--- config.mk ---
export PLATFORM = sky130hd
export DESIGN_NAME = demux_1to2_stream
export DESIGN_NICKNAME = d
export VERILOG_FILES = /design/src/rtl/demux_1to2_stream.sv
export SDC_FILE = /design/constraint.sdc
export NUM_CORES = 1
export LEC_CHECK = 0
export BUFFER_PORTS_ARGS = -buffer_cell sky130_fd_sc_hd__buf_2
export CAP_MARGIN = 20
export CORE_AREA = 2 2 65 67
export DETAILED_ROUTE_END_ITERATION = 8
export DIE_AREA = 0 0 67 69
export HOLD_SLACK_MARGIN = 0.03
export PLACE_DENSITY_LB_ADDON = 0.12
export SLEW_MARGIN = 10
export SYNTH_ARGS = -nofsm -noshare
export SYNTH_HDL_FRONTEND = slang
export SYNTH_SLANG_ARGS = --single-unit
--- constraint.sdc ---
create_clock -name clk -period 2.64 [get_ports clk]
set_input_delay 0.396 -clock clk [delete_from_list [all_inputs] [get_ports clk]]
set_output_delay 0.396 -clock clk [all_outputs]
set_load 0.03 [all_outputs]
--- src/rtl/demux_1to2_stream.sv ---
// demux_1to2_stream
// Routes one incoming word stream to two output channels. Each channel owns a
// one-entry registered slot with a valid/ready handshake, so a stalled channel
// only blocks words aimed at it. The target comes from the select line or from
// an internal round-robin pointer that rebuilds alternating-word streams.
// Per-channel counters record how many words each slot has accepted.
module demux_1to2_stream #(
    parameter int WIDTH = 4,
    parameter int CNT_W = 8
) (
    input  logic             clk,
    input  logic             rst,
    input  logic [WIDTH-1:0] in_data,
    input  logic             in_valid,
    output logic             in_ready,
    input  logic             select,
    input  logic             auto_mode,
    output logic [WIDTH-1:0] out0,
    output logic             out0_valid,
    input  logic             out0_ready,
    output logic [WIDTH-1:0] out1,
    output logic             out1_valid,
    input  logic             out1_ready,
    output logic [CNT_W-1:0] cnt0,
    output logic [CNT_W-1:0] cnt1
);

    typedef enum logic {
        SLOT_EMPTY = 1'b0,
        SLOT_FULL  = 1'b1
    } slot_state_t;

    logic       ptr_reg;
    logic       tgt;
    logic       accept;
    logic [1:0] ready_vec;
    logic [1:0] full_vec;
    logic [1:0] drain_vec;
    logic [1:0] load_vec;

    assign ready_vec = {out1_ready, out0_ready};

    // The round-robin pointer only matters in auto mode; select wins otherwise.
    assign tgt = auto_mode ? ptr_reg : select;

    // A slot can take a new word when it is empty or is being emptied this
    // cycle, which allows a same-cycle pass-through on a full, draining slot.
    assign in_ready = ~full_vec[tgt] | drain_vec[tgt];
    assign accept   = in_valid & in_ready;

    genvar gi;
    generate
        for (gi = 0; gi < 2; gi++) begin : gen_ch
            slot_state_t      state_reg;
            slot_state_t      state_next;
            logic [WIDTH-1:0] data_reg;
            logic [CNT_W-1:0] cnt_reg;

            assign full_vec[gi]  = (state_reg == SLOT_FULL);
            assign drain_vec[gi] = full_vec[gi] & ready_vec[gi];
            assign load_vec[gi]  = accept & (tgt == 1'(gi));

            // Slot occupancy: fill on load, empty on a drain that is not refilled.
            always_comb begin
                state_next = state_reg;
                case (state_reg)
                    SLOT_EMPTY: if (load_vec[gi]) state_next = SLOT_FULL;
                    SLOT_FULL:  if (drain_vec[gi] && !load_vec[gi]) state_next = SLOT_EMPTY;
                    default:    state_next = SLOT_EMPTY;
                endcase
            end

            // Occupancy register; reset discards any pending word.
            always_ff @(posedge clk or posedge rst) begin
                if (rst) begin
                    state_reg <= SLOT_EMPTY;
                end else begin
                    state_reg <= state_next;
                end
            end

            // Data is captured only on load and held after a drain.
            always_ff @(posedge clk or posedge rst) begin
                if (rst) begin
                    data_reg <= '0;
                end else if (load_vec[gi]) begin
                    data_reg <= in_data;
                end
            end

            // Accepted-word counter, wrapping naturally at its width.
            always_ff @(posedge clk or posedge rst) begin
                if (rst) begin
                    cnt_reg <= '0;
                end else if (load_vec[gi]) begin
                    cnt_reg <= cnt_reg + CNT_W'(1);
                end
            end
        end
    endgenerate

    // Pointer restarts at channel 0 whenever auto mode is off and steps per accept.
    always_ff @(posedge clk or posedge rst) begin
        if (rst) begin
            ptr_reg <= 1'b0;
        end else if (!auto_mode) begin
            ptr_reg <= 1'b0;
        end else if (accept) begin
            ptr_reg <= ~ptr_reg;
        end
    end

    assign out0       = gen_ch[0].data_reg;
    assign out1       = gen_ch[1].data_reg;
    assign out0_valid = full_vec[0];
    assign out1_valid = full_vec[1];
    assign cnt0       = gen_ch[0].cnt_reg;
    assign cnt1       = gen_ch[1].cnt_reg;

endmodule

==> results.json <==
{
  "status": "complete, no violations",
  "cap_violations": 0,
  "clk_latency_ns": 0.26,
  "final_util": 0.3820,
  "numCtsBuffers": 3,
  "gr-total-overflow": 0,
  "leakage_nw": 0.7884,
  "die_h_um": 69,
  "peakVddDrop_uv": 408.6,
  "rows": 23,
  "worstPathRequired_ns": 2.24,
  "setup_tns_ns": 0,
  "syn_to_final_growth_pct": 22.06,
  "relSlewSlack": 0.7704,
  "setup_ws_ns": 0.7803,
  "final_cells": 192,
  "syn_inst": 103,
  "pre_cts_ws_ns": 0.8816,
  "synth-seq-cells": 27,
  "antenna_found_initial": 0,
  "vias": 848,
  "hold_viol_final": 0,
  "drt_pass1_iterations": 3,
  "place_hpwl_um": 1676,
  "grt_max_degree": 28,
  "yosysSeqAreaShare": 0.5516,
  "ant_nets": 0,
  "tightest_slew_ns": 0.3445,
  "core_area_sq_um": 3914,
  "finalClockSkew_ns": 0.003503,
  "h-tree-depth": 1,
  "vias_per_cell": 4.417,
  "crit_path_max_incr_delay_ns": 0.40,
  "post_cts_buffers": 0,
  "dpl.cell_count": 188,
  "synthDominantCellAreaShare": 0.5516,
  "drc": 0,
  "initial_core_util": 0.3130,
  "cp-end-kind": "output pin",
  "die_w_um": 67,
  "io-pin-count": 38,
  "cts_tree": "built",
  "yosysTopAreaCell": "dfrtp_1",
  "wirelength_um": 2253,
  "drive_gt1_frac": 0.3873,
  "cp-start-kind": "flop",
  "ys_warn_count": 0,
  "fillers": 431,
  "fmax_ghz": 0.5377,
  "wl_per_cell_um": 11.73,
  "clk_pin_slew_ns": 0.09,
  "arrival_ns": 1.46,
  "nets": 156,
  "die_area_sq_um": 4623,
  "r2r_cells": 4,
  "cp_slowest_cell": "dfrtp_1",
  "rrSetupSlack_ns": 1.08,
  "ctsHoldBuffers": 0,
  "cts.sinks": 27,
  "syn_avg_cell_area_sq_um": 11.89,
  "worstPathCellList": "mux2i_2 -> mux2_2 -> buf_2",
  "syn_area_sq_um": 1225,
  "final.min_clock_period_ns": 1.860,
  "synth_ff_type": "dfrtp_1",
  "first_iter_violations": 23,
  "diodes": 0,
  "powerDensity_nw_per_um2": 1010,
  "yosysMostFrequentCell": "dfrtp_1",
  "yosysUniqueCellTypes": 24,
  "setup_violations": 0,
  "portBuffers": 37,
  "synth_common_cells": "dfrtp_1, nand2_1, xor2_1",
  "async_flop_share": 1.000,
  "synth_nets": 116,
  "first_global_vias": 859,
  "synth.area.top_cells": "dfrtp_1, nand2_1, xor2_1",
  "gp_congestion": 0.7490,
  "crit_fanout": 4,
  "timing.final.crit_share": 0.7044,
  "root_buffer": "clkbuf_8",
  "drv_slew": 0,
  "cts_resized": 0,
  "clock_path_buffers": 2,
  "track_usage": 0.1032,
  "path_class": "reg -> out",
  "grt_pass1_wl_um": 3753,
  "synth_edf_count": 0,
  "hold_path_class": "in -> async",
  "rsz0062_at_grt": "false"
}
-- metrics by stage --
step	instance area, sq um	total power [mW]	hold slack (ns)
after floorplan	1225	1.116	0.4487
after global routing	1495	1.610	0.2063
final	1495	1.510	0.1754
after global placement	1450	1.296	0.4532
after CTS	1495	1.537	0.1883
after detailed placement	1450	1.301	0.4590
-- cell families after synthesis --
group,after synthesis,share of synthesized area
multiplexers,7,0.08171
buffers and inverters,6,0.03371
AO/OA/AOI/OAI,2,0.01021
XOR/XNOR,14,0.1001
flip-flops,27,0.5516
AND/OR/NAND/NOR,45,0.2022
adder cells (fa/ha/maj),2,0.02043
-- placed cells by master (no fill, tap or decap) --
cell      netlist  final
o21a_1          1      1
clkbuf_1        0      1
inv_1           3      3
nor3_2          1      1
nand4_1         4      4
nand3b_4        1      1
mux2_2          1      1
ha_1            2      2
nand2b_1        1      1
nand3_1         5      5
clkbuf_8        0      3
dfrtp_1        27     27
nor3_1          5      5
nor3_4          1      1
and3_2          2      2
nor2_1          2      2
nand3_2         1      1
mux2_4          5      5
nand2_1        21     21
or2b_2          1      1
xnor2_1         5      5
a21oi_1         1      1
mux2i_2         1      1
buf_4           1      1
buf_2           0     37
xor2_1          9      9
-- worst paths after layout --
kind,end,from
worst max register to register,ptr_reg$_DFFE_PP0P_,ptr_reg$_DFFE_PP0P_
max in group asynchronous,cnt0[5]$_DFFE_PP0P_,rst
min in group clk,out0[2]$_DFFE_PP0P_,in_data[2]
worst min register to register,cnt0[7]$_DFFE_PP0P_,cnt0[7]$_DFFE_PP0P_
worst max-delay path,in_ready,ptr_reg$_DFFE_PP0P_
worst min-delay path,out1[1]$_DFFE_PP0P_,rst
-- per-layer routing --
layer | part of all wire | vias to the layer above | track usage | wire [um]
met3 | 0.046 | 2 | 0.02121 | 104
met5 | 0 | - | 0 | 0
met2 | 0.51 | 15 | 0.1760 | 1140
li1 | - | 420 | - | -
met1 | 0.44 | 411 | 0.1270 | 988
met4 | 0.0084 | 0 | 0.03401 | 19
-- power breakdown --
group | switching (mW) | leakage (nW) | internal, mW | total [mW]
Combinational | 0.398 | 0.432 | 0.214 | 0.612
Sequential | 0.140 | 0.334 | 0.534 | 0.673
Clock | 0.117 | 0.0228 | 0.108 | 0.225
-- worst max-delay path, delay by kind of cell, from the launching register on --
family / cells / cell delay (ns)
mux: 2 / 0.63
buf+inv: 1 / 0.17
flops: 1 / 0.40
-- final cells by class --
| class | instances | area, sq um | share of cell area |
|---|---|---|---|
| sequential | 27 | 675.6 | 0.4519 |
| multi-input combinational | 70 | 508.0 | 0.3397 |
| timing repair buffer | 38 | 192.7 | 0.1289 |
| inverter | 3 | 11.26 | 0.007531 |
| tap | 50 | 62.56 | 0.04184 |
| clock buffer | 4 | 45.04 | 0.03013 |
Power figures use the tool's default switching activity.
